===== config.mk =====
export PLATFORM = sky130hd
export DESIGN_NAME = l1_miss_arbiter
export DESIGN_NICKNAME = d
export VERILOG_FILES = /design/src/rtl/l1_miss_arbiter_pkg.sv /design/src/rtl/l1_miss_arbiter_fairness.sv /design/src/rtl/l1_miss_arbiter.sv
export SDC_FILE = /design/constraint.sdc
export NUM_CORES = 2
export LEC_CHECK = 0
export ABC_AREA = 0
export CORE_AREA = 4 4 560 562
export DETAILED_ROUTE_END_ITERATION = 10
export DIE_AREA = 0 0 564 566
export PLACE_DENSITY_LB_ADDON = 0.05
export SLEW_MARGIN = 15
export SYNTH_ARGS = -nofsm -noshare
export SYNTH_HDL_FRONTEND = slang
export SYNTH_HIERARCHICAL = 1
export SYNTH_SLANG_ARGS = --single-unit

===== constraint.sdc =====
create_clock -name clk -period 3.15 [get_ports clk]
set_input_delay 0.315 -clock clk [delete_from_list [all_inputs] [get_ports clk]]
set_output_delay 0.315 -clock clk [all_outputs]
set_load 0.02 [all_outputs]

===== src/rtl/l1_miss_arbiter_pkg.sv =====
// ---------------------------------------------------------------------------
// arb_types
//   Shared types and constants for the L1 miss arbiter.
//   - arb_state_t : arbiter FSM states
//   - line_t      : one cache line
//   - LINE_BYTES / OFFSET_BITS : line geometry (32-byte lines)
// ---------------------------------------------------------------------------
package arb_types;

  localparam int LINE_W      = 256;
  localparam int LINE_BYTES  = 32;
  localparam int OFFSET_BITS = $clog2(LINE_BYTES);

  typedef logic [LINE_W-1:0] line_t;

  typedef enum logic [1:0] {
    IDLE,
    SERVE_I,
    SERVE_D,
    RESP
  } arb_state_t;

endpackage


===== src/rtl/l1_miss_arbiter_fairness.sv =====
// ---------------------------------------------------------------------------
// arb_fairness
//   Grant decision for the L1 miss arbiter. Dcache wins by default, but once
//   it has taken MAX_D_STREAK consecutive grants while the icache was waiting,
//   the icache gets the next grant.
//
//   clk     : clock, rising edge
//   rst     : asynchronous active-low reset
//   i_req   : icache has a pending line request
//   d_req   : dcache has a pending line request (read or write)
//   decide  : arbiter is idle and will act on the grant this cycle
//   grant_i : icache wins (combinational, valid while decide is high)
//   grant_d : dcache wins (combinational, valid while decide is high)
// ---------------------------------------------------------------------------
module arb_fairness #(
  parameter int MAX_D_STREAK = 4
) (
  input  logic clk,
  input  logic rst,
  input  logic i_req,
  input  logic d_req,
  input  logic decide,
  output logic grant_i,
  output logic grant_d
);

  localparam logic [3:0] STREAK_MAX = 4'(MAX_D_STREAK);

  // Dcache grants taken while the icache was waiting.
  logic [3:0] streak_reg;
  logic [3:0] streak_next;

  always_comb begin
    grant_i     = 1'b0;
    grant_d     = 1'b0;
    streak_next = streak_reg;
    if (decide) begin
      if (d_req && (!i_req || (streak_reg < STREAK_MAX))) begin
        grant_d = 1'b1;
        // Only grants that made the icache wait count toward the streak;
        // an uncontended dcache grant leaves it unchanged.
        if (i_req && (streak_reg < STREAK_MAX)) begin
          streak_next = streak_reg + 4'd1;
        end
      end else if (i_req) begin
        grant_i     = 1'b1;
        streak_next = 4'd0;
      end else begin
        streak_next = 4'd0;
      end
    end
  end

  always_ff @(posedge clk or negedge rst) begin
    if (!rst) begin
      streak_reg <= 4'd0;
    end else begin
      streak_reg <= streak_next;
    end
  end

endmodule


===== src/rtl/l1_miss_arbiter.sv =====
// ---------------------------------------------------------------------------
// l1_miss_arbiter
//   Shares the single L2 line port between the icache and dcache miss
//   interfaces. One line transaction at a time; the grant is held until the
//   L2 responds, then the winner sees a one-cycle resp pulse.
//
//   clk, rst                    : clock / asynchronous active-low reset
//   i_mem_read, i_mem_address   : icache line read request (held until resp)
//   i_mem_rdata, i_mem_resp     : line and completion pulse to icache
//   d_mem_read, d_mem_write     : dcache read / writeback request
//   d_mem_address, d_mem_wdata  : dcache address and writeback line
//   d_mem_rdata, d_mem_resp     : line and completion pulse to dcache
//   l2_read, l2_write           : request to the shared cache (registered)
//   l2_address, l2_wdata        : registered address / write line to L2
//   l2_rdata, l2_resp           : shared-cache response (data valid with resp)
//   i_grant_cnt, d_grant_cnt    : grants per side since reset (wrapping)
// ---------------------------------------------------------------------------
module l1_miss_arbiter #(
  parameter int LINE_W       = 256,
  parameter int ADDR_W       = 32,
  parameter int MAX_D_STREAK = 4
) (
  input  logic              clk,
  input  logic              rst,
  input  logic              i_mem_read,
  input  logic [ADDR_W-1:0] i_mem_address,
  output logic [LINE_W-1:0] i_mem_rdata,
  output logic              i_mem_resp,
  input  logic              d_mem_read,
  input  logic              d_mem_write,
  input  logic [ADDR_W-1:0] d_mem_address,
  input  logic [LINE_W-1:0] d_mem_wdata,
  output logic [LINE_W-1:0] d_mem_rdata,
  output logic              d_mem_resp,
  output logic              l2_read,
  output logic              l2_write,
  output logic [ADDR_W-1:0] l2_address,
  output logic [LINE_W-1:0] l2_wdata,
  input  logic [LINE_W-1:0] l2_rdata,
  input  logic              l2_resp,
  output logic [31:0]       i_grant_cnt,
  output logic [31:0]       d_grant_cnt
);

  import arb_types::*;

  arb_state_t        state_reg,    state_next;
  logic [ADDR_W-1:0] addr_reg,     addr_next;
  logic [LINE_W-1:0] wdata_reg,    wdata_next;
  logic              l2_read_reg,  l2_read_next;
  logic              l2_write_reg, l2_write_next;
  logic [LINE_W-1:0] i_rdata_reg,  i_rdata_next;
  logic [LINE_W-1:0] d_rdata_reg,  d_rdata_next;
  logic              i_resp_reg,   i_resp_next;
  logic              d_resp_reg,   d_resp_next;
  logic [31:0]       i_cnt_reg,    i_cnt_next;
  logic [31:0]       d_cnt_reg,    d_cnt_next;

  logic decide;
  logic grant_i;
  logic grant_d;

  assign decide = (state_reg == IDLE);

  arb_fairness #(
    .MAX_D_STREAK(MAX_D_STREAK)
  ) u_fairness (
    .clk    (clk),
    .rst    (rst),
    .i_req  (i_mem_read),
    .d_req  (d_mem_read | d_mem_write),
    .decide (decide),
    .grant_i(grant_i),
    .grant_d(grant_d)
  );

  always_comb begin
    state_next    = state_reg;
    addr_next     = addr_reg;
    wdata_next    = wdata_reg;
    l2_read_next  = l2_read_reg;
    l2_write_next = l2_write_reg;
    i_rdata_next  = i_rdata_reg;
    d_rdata_next  = d_rdata_reg;
    i_resp_next   = 1'b0;
    d_resp_next   = 1'b0;
    i_cnt_next    = i_cnt_reg;
    d_cnt_next    = d_cnt_reg;

    unique case (state_reg)
      IDLE: begin
        if (grant_d) begin
          state_next    = SERVE_D;
          addr_next     = d_mem_address;
          wdata_next    = d_mem_wdata;
          // Read+write together is illegal; the writeback wins so dirty
          // data is never lost.
          l2_write_next = d_mem_write;
          l2_read_next  = ~d_mem_write;
          d_cnt_next    = d_cnt_reg + 32'd1;
        end else if (grant_i) begin
          state_next    = SERVE_I;
          addr_next     = i_mem_address;
          l2_write_next = 1'b0;
          l2_read_next  = 1'b1;
          i_cnt_next    = i_cnt_reg + 32'd1;
        end
      end
      SERVE_I: begin
        if (l2_resp) begin
          state_next    = RESP;
          i_rdata_next  = l2_rdata;
          i_resp_next   = 1'b1;
          l2_read_next  = 1'b0;
          l2_write_next = 1'b0;
        end
      end
      SERVE_D: begin
        if (l2_resp) begin
          state_next    = RESP;
          d_rdata_next  = l2_rdata;
          d_resp_next   = 1'b1;
          l2_read_next  = 1'b0;
          l2_write_next = 1'b0;
        end
      end
      RESP: begin
        // The requester drops its request on this edge, so going straight
        // back to IDLE cannot regrant the completed transaction.
        state_next = IDLE;
      end
      default: begin
        state_next = IDLE;
      end
    endcase
  end

  always_ff @(posedge clk or negedge rst) begin
    if (!rst) begin
      state_reg    <= IDLE;
      addr_reg     <= '0;
      wdata_reg    <= '0;
      l2_read_reg  <= 1'b0;
      l2_write_reg <= 1'b0;
      i_rdata_reg  <= '0;
      d_rdata_reg  <= '0;
      i_resp_reg   <= 1'b0;
      d_resp_reg   <= 1'b0;
      i_cnt_reg    <= 32'd0;
      d_cnt_reg    <= 32'd0;
    end else begin
      state_reg    <= state_next;
      addr_reg     <= addr_next;
      wdata_reg    <= wdata_next;
      l2_read_reg  <= l2_read_next;
      l2_write_reg <= l2_write_next;
      i_rdata_reg  <= i_rdata_next;
      d_rdata_reg  <= d_rdata_next;
      i_resp_reg   <= i_resp_next;
      d_resp_reg   <= d_resp_next;
      i_cnt_reg    <= i_cnt_next;
      d_cnt_reg    <= d_cnt_next;
    end
  end

  assign l2_read     = l2_read_reg;
  assign l2_write    = l2_write_reg;
  assign l2_address  = addr_reg;
  assign l2_wdata    = wdata_reg;
  assign i_mem_rdata = i_rdata_reg;
  assign i_mem_resp  = i_resp_reg;
  assign d_mem_rdata = d_rdata_reg;
  assign d_mem_resp  = d_resp_reg;
  assign i_grant_cnt = i_cnt_reg;
  assign d_grant_cnt = d_cnt_reg;

  // Protocol checks on the requesters and the shared cache; ignored by
  // synthesis.
  always @(posedge clk) begin
    if (rst) begin
      assert (!(d_mem_read && d_mem_write))
        else $warning("l1_miss_arbiter: d_mem_read and d_mem_write both high, serving the write");
      assert (!(l2_resp && ((state_reg == IDLE) || (state_reg == RESP))))
        else $warning("l1_miss_arbiter: l2_resp with no transaction in flight, ignored");
      assert (!(i_mem_read && (i_mem_address[OFFSET_BITS-1:0] != '0)))
        else $warning("l1_miss_arbiter: icache address not line aligned");
    end
  end

endmodule


After elaboration in Yosys (flattened, before gate mapping):

Cells that the tools add are included.

* register bits after elaboration: 874
* latch bits: 0
* RAM bits: 0
* bits in read-only memories: 0
* input port bits: 582
* output and inout port bits: 868
* memories: 0

* $add $sub $neg: 3
* $mul: 0
* div/mod/pow operators: 0
* order comparisons: 1
* eq/ne operators: 6
* shifts and indexed selects: 0
* mux-type cells: 23
* bitwise gates (word level): 3
* reductions and logical operators: 16

Operators by type and width (count)
* adder 32 x 1 -> 32 bit, second input constant: 2
* two-way mux 32 bit: 2
* two-way mux 1 bit: 13
* AND reduction 2 bit: 6
* two-way mux 4 bit: 2
* two-way mux 2 bit: 3
* one-hot mux 2 bit (3 select lines): 1
* AND reduction 3 bit: 2
* adder 4 x 1 -> 4 bit, second input constant: 1
* equality test 2 bit, second input constant: 2
* < comparator 4 x 3 -> 1 bit, second input constant: 1
* one-hot mux 1 bit (2 select lines): 2
* nonzero test 2 bit: 2
* != test 3 x 1 -> 1 bit, second input constant: 1
* equality test 2 x 1 -> 1 bit, second input constant: 1
* logical AND 1 bit: 2
* logical NOT 2 bit: 1
* != test 2 x 1 -> 1 bit, second input constant: 1
* != test 2 bit, second input constant: 1
* NOT 1 bit: 2
* OR reduction 2 bit: 1
* logical NOT 1 bit: 1
* logical OR 1 bit: 1
* bitwise OR 1 bit: 1

Logic depth before layout (Yosys ltp):

* depth after elaboration: 8
* gate-level depth with buffers: 10

Modules after synthesis:

Netlist, hierarchy kept.

By module, submodules not included
* l1_miss_arbiter: instances 1, cells an instance 2596, area each 33001.7 um^2, seq. area each 21770.9 um^2
* arb_fairness: instances 1, cells an instance 18, area each 205.2 um^2, seq. area each 100.1 um^2

Least setup slack after synthesis:

OpenSTA, ideal clock, no wires.

* path type: reg-to-reg
* start: register state_reg[0]
* end: register i_cnt_reg[30] (netlist: i_grant_cnt[30])
* data arrival time: 2.340 ns
* path slack: 0.680 ns
* cell stages (with the launch flop): 10
* path buffers: 1
* cells stage by stage: dfrtp_1 > inv_1 > ha_1 > nand2_1 > nor2_1 > nand4b_4 > or4_1 > buf_2 > or3b_1 > xnor2_1

* elaborated cells between the ends (all ways): 5
* classes of those cells: mux (2); bitwise (1); reduce/logical (2)

RTL lines
* start, declared: RTL line l1_miss_arbiter.sv:47 `arb_state_t state_reg, state_next;`
* start signal, assigned: RTL line l1_miss_arbiter.sv:152 `state_reg <= state_next;`
* logical NOT 2 bit: RTL line l1_miss_arbiter.sv:63 `assign decide = (state_reg == IDLE);`
* named net decide: RTL line l1_miss_arbiter.sv:59 `logic decide;`
* two-way mux 1 bit: RTL line l1_miss_arbiter_fairness.sv:37 `if (decide) begin`
* named net grant_i: RTL line l1_miss_arbiter.sv:60 `logic grant_i;`
* AND reduction 3 bit (no source line)
* end signal, assigned: RTL line l1_miss_arbiter.sv:161 `i_cnt_reg <= i_cnt_next;`
* end, declared: RTL line l1_miss_arbiter.sv:56 `logic [31:0] i_cnt_reg, i_cnt_next;`

The timed path passes the listed nets, and every way through them passes these cells.
A chain may end at the register's enable or synchronous reset.

Worst setup path in the final report:

* start: register state_reg[0]
* end: register i_cnt_reg[22] (netlist: i_grant_cnt[22])

Same word-level chain as after synthesis.

==> qor.json <==
{
  "detailed_routing": {
    "vias_per_cell": 3.172,
    "detailedRoute.firstPassIterationCount": 5,
    "drc": 0,
    "routed_wl_per_cell_um": 25.97,
    "antenna_left": 0,
    "routed-via-count": 27187,
    "drt_iter0_markers": 1132,
    "detail_route.wirelength_um": 222600
  },
  "cts": {
    "post_cts_buffers": 0,
    "cts_buffer_depth": 4,
    "clock_tree_from_tritoncts": "yes",
    "clock_sink_count": 874,
    "clk_pin_slew_ps": 50,
    "clock_tree.htree_level_count": 4,
    "clk_latency_worst_skew_pair_ps": 800,
    "numCtsBuffers": 136,
    "clockRootBuffer": "clkbuf_16"
  },
  "timing": {
    "worst_max_slew_margin_expressed_relative_to_the_limit_pct": 52.97,
    "timing.final.crit_share_pct": 86.16,
    "hold_violation_count_in_the_final_report": 0,
    "slew_violations": 0,
    "setup_clock_skew_after_layout_ps": 53.62,
    "grt_setup_unrepaired": "false",
    "achievable-frequency_mhz": 368.5,
    "finalSetupViolCount": 0,
    "finalWorstPathRequiredPeriod_ps": 2714,
    "fin_setup_tns_ps": 0,
    "worst_pin_slew_ps": 705.4
  },
  "final_layout": {
    "final_cells": 8570,
    "area.sequential_um2": 21870,
    "multi_input_comb_area_um2": 10830,
    "drive_above_1_share_pct": 18.47,
    "finalNetCount": 4920,
    "layout-area-overhead-vs-synth_pct": 79.66,
    "n_fill_cell": 33775
  },
  "critical_path": {
    "crit_cells": 9,
    "worst-path-max-fanout": 6,
    "worst_path_dominant_cell_family": "simple AND/OR/NAND/NOR gates",
    "worst-setup-path-type": "reg -> reg",
    "crit_path_start_kind": "register",
    "cp_data_arrival_time_ps": 3410,
    "critical_path.max_stage_delay_ps": 670,
    "critical_path.slowest_cell": "or4_1",
    "required_ps": 3840,
    "crit_path_cell_trace": "inv_1 > ha_1 > nand2_1 > nor2_1 > nand4b_4 > or4_1 > buf_4 > nor3_1 > xor2_1",
    "cp_num_buf_inv": 2,
    "crit_path_end_kind": "register",
    "worst-r2r-cell-count": 9
  },
  "outcome": {
    "run_status": "finished clean"
  },
  "job": {
    "max_cap_viol_count": 0
  },
  "yosys": {
    "ys_flop_type": "dfrtp_1",
    "post_synth.cell_area_avg_um2": 12.70,
    "synth_largest_area_cell": "dfrtp_1",
    "synthMuxAreaShare_pct": 18.43,
    "synthTopCellsByCount": "dfrtp_1, nand2_1, mux2_2",
    "postSynth.asyncResetShare_pct": 100.0,
    "ys_seq_elements": 874,
    "yosys.area_share.simple_pct": 11.34,
    "share_of_the_synthesized_area_in_compound_gates_ao_oa_aoi_oai_pct": 0.7611,
    "edff_count_synth": 0,
    "synth_top_cells_by_area": "dfrtp_1, mux2_2, nand2_1, clkbuf_1, xnor2_1",
    "yosys.area.top_type_share_pct": 65.86,
    "synth.yosys.warnings": 6,
    "combinational_family_with_the_most_area_after_synthesis": "multiplexers",
    "library_cell_with_the_highest_instance_count_after_synthesis": "dfrtp_1",
    "netlist-cell-type-count": 39,
    "post_synth_fa_ha_maj_area_fraction_pct": 0.3014,
    "synth_sequential_area_ratio_pct": 65.86,
    "synth_xor_xnor_area_share_pct": 1.635,
    "syn-instance-count": 2614,
    "mappedNetlistNets": 3204,
    "netlist_area_um2": 33210
  },
  "power": {
    "switchingPower_uw": 26870,
    "clock_power_share_pct": 23.1,
    "swShare_pct": 40.19,
    "cellLeakagePower_uw": 0.02485,
    "power.ir.vdd_worst_mv": 0.3849,
    "share_seq_of_total_power_pct": 29.5,
    "power_frac_comb_pct": 47.4,
    "power_per_cell_area_nw_per_um2": 1121,
    "cell_internal_pwr_uw": 39990
  },
  "floorplanning": {
    "chip_height_um": 566,
    "floorplan.initialDensity_pct": 10.77,
    "ioPinCount": 1450,
    "die_area_um2": 319200,
    "core_region_area_um2": 308300,
    "dieWidth_um": 564,
    "rows": 204
  },
  "placed_design": {
    "gp_congestion": 0.7707,
    "placement.io_buffers": 1449,
    "dp_hpwl_um": 180400,
    "post-place-cells": 8139
  },
  "global_routing": {
    "overall_track_demand_over_capacity_in_global_routing_pct": 13.53,
    "vias_in_the_first_global_route": 29610,
    "grt_max_degree": 81,
    "antenna_violations_before_repair": 131,
    "grt_overflow_total": 0,
    "wire_length_of_the_first_global_routing_pass_um": 293700
  },
  "worst_hold_path": {
    "worst_hold_path.num_cells": 3,
    "worstHoldPathType": "in -> reg"
  }
}
==> layout make-up <==
| type | count | area share [%] |
|---|---|---|
| Antenna cell | 22 | 0.09228 |
| Sequential cell | 874 | 36.66 |
| Clock buffer | 214 | 6.957 |
| Multi-Input combinational cell | 1595 | 18.15 |
| Timing Repair Buffer | 1711 | 28.95 |
| Tap cell | 4120 | 8.641 |
| Inverter | 12 | 0.07550 |
| Clock inverter | 22 | 0.4803 |
==> routing by layer <==
layer | part of all wire [%] | global-route usage, %
met1 | 38 | 14.83
met2 | 49 | 23.38
met3 | 11 | 6.804
met4 | 2.2 | 2.767
met5 | 0.24 | 0
==> power by group through the flow <==
stage | combinational [uW] | sequential (uW) | clock (uW)
5_1_grt | 33700 | 20400 | 16700
4_1_cts | 32800 | 19800 | 16400
6_report | 31700 | 19700 | 15500
3_3_place_gp | 32700 | 19900 | 0
2_1_floorplan | 7060 | 25700 | 0
3_5_place_dp | 32500 | 19900 | 0
==> per-stage QoR <==
| stage | setup slack, ps | area, um2 | utilization, % | power, uW | hold slack [ps] |
|---|---|---|---|---|---|
| floorplan | 680.4 | 33210 | - | 32710 | 19.41 |
| global placement | 110.7 | 53440 | 17.33 | 52580 | 406.2 |
| detailed placement | 120.8 | 53440 | 17.33 | 52440 | 416.4 |
| CTS | 409.4 | 59600 | 19.33 | 69030 | 1.037 |
| global route | 247.9 | 59630 | 19.34 | 70780 | 42.67 |
| finish | 436.0 | 59660 | 19.35 | 66860 | 93.55 |
==> tightest hold or removal path, delay by kind of cell <==
kind / cells / cell delay, ps
AND/OR/NAND/NOR: 2 / 120
buffers and inverters: 1 / 390
==> timing repair <==
item | in CTS | in global routing
resized for setup | 0 | 0
hold buffers | 173 | 0
endpoints found under the hold margin | 328 | 0
==> layout by cell type (no fill, tap or decap), types with 10 or more instances in the layout <==
cell type,instances
buf_12,29
buf_4,60
clkbuf_1,36
clkbuf_16,139
clkbuf_8,39
clkdlybuf4s50_1,1448
dfrtp_1,874
diode_2,22
dlygate4sd3_1,173
inv_1,12
mux2_2,515
mux2i_1,32
nand2_1,829
nand3_1,19
nand4_1,23
nor2_1,10
o21ai_0,35
xnor2_1,44
xor2_1,18
==> cell families after synthesis <==
kind of cell	Yosys count
flip-flops	874
XOR/XNOR	62
buffers and inverters	145
AO/OA/AOI/OAI	45
adder cells (fa/ha/maj)	8
multiplexers	547
AND/OR/NAND/NOR	933
==> path summary, 6_finish.rpt <==
kind / start / to / slack [ps]
worst min-delay path: d_mem_wdata[159] / l2_wdata[159] / 90
worst max-delay path: state_reg[0] / i_grant_cnt[22] / 440
worst max register to register: state_reg[0] / i_grant_cnt[22] / 440
max in group asynchronous: rst / l2_address[21] / 1820
min in group asynchronous: rst / i_mem_rdata[250] / 190
worst min register to register: l2_wdata[237] / l2_wdata[237] / 470
(Power assumes the default switching activity.)
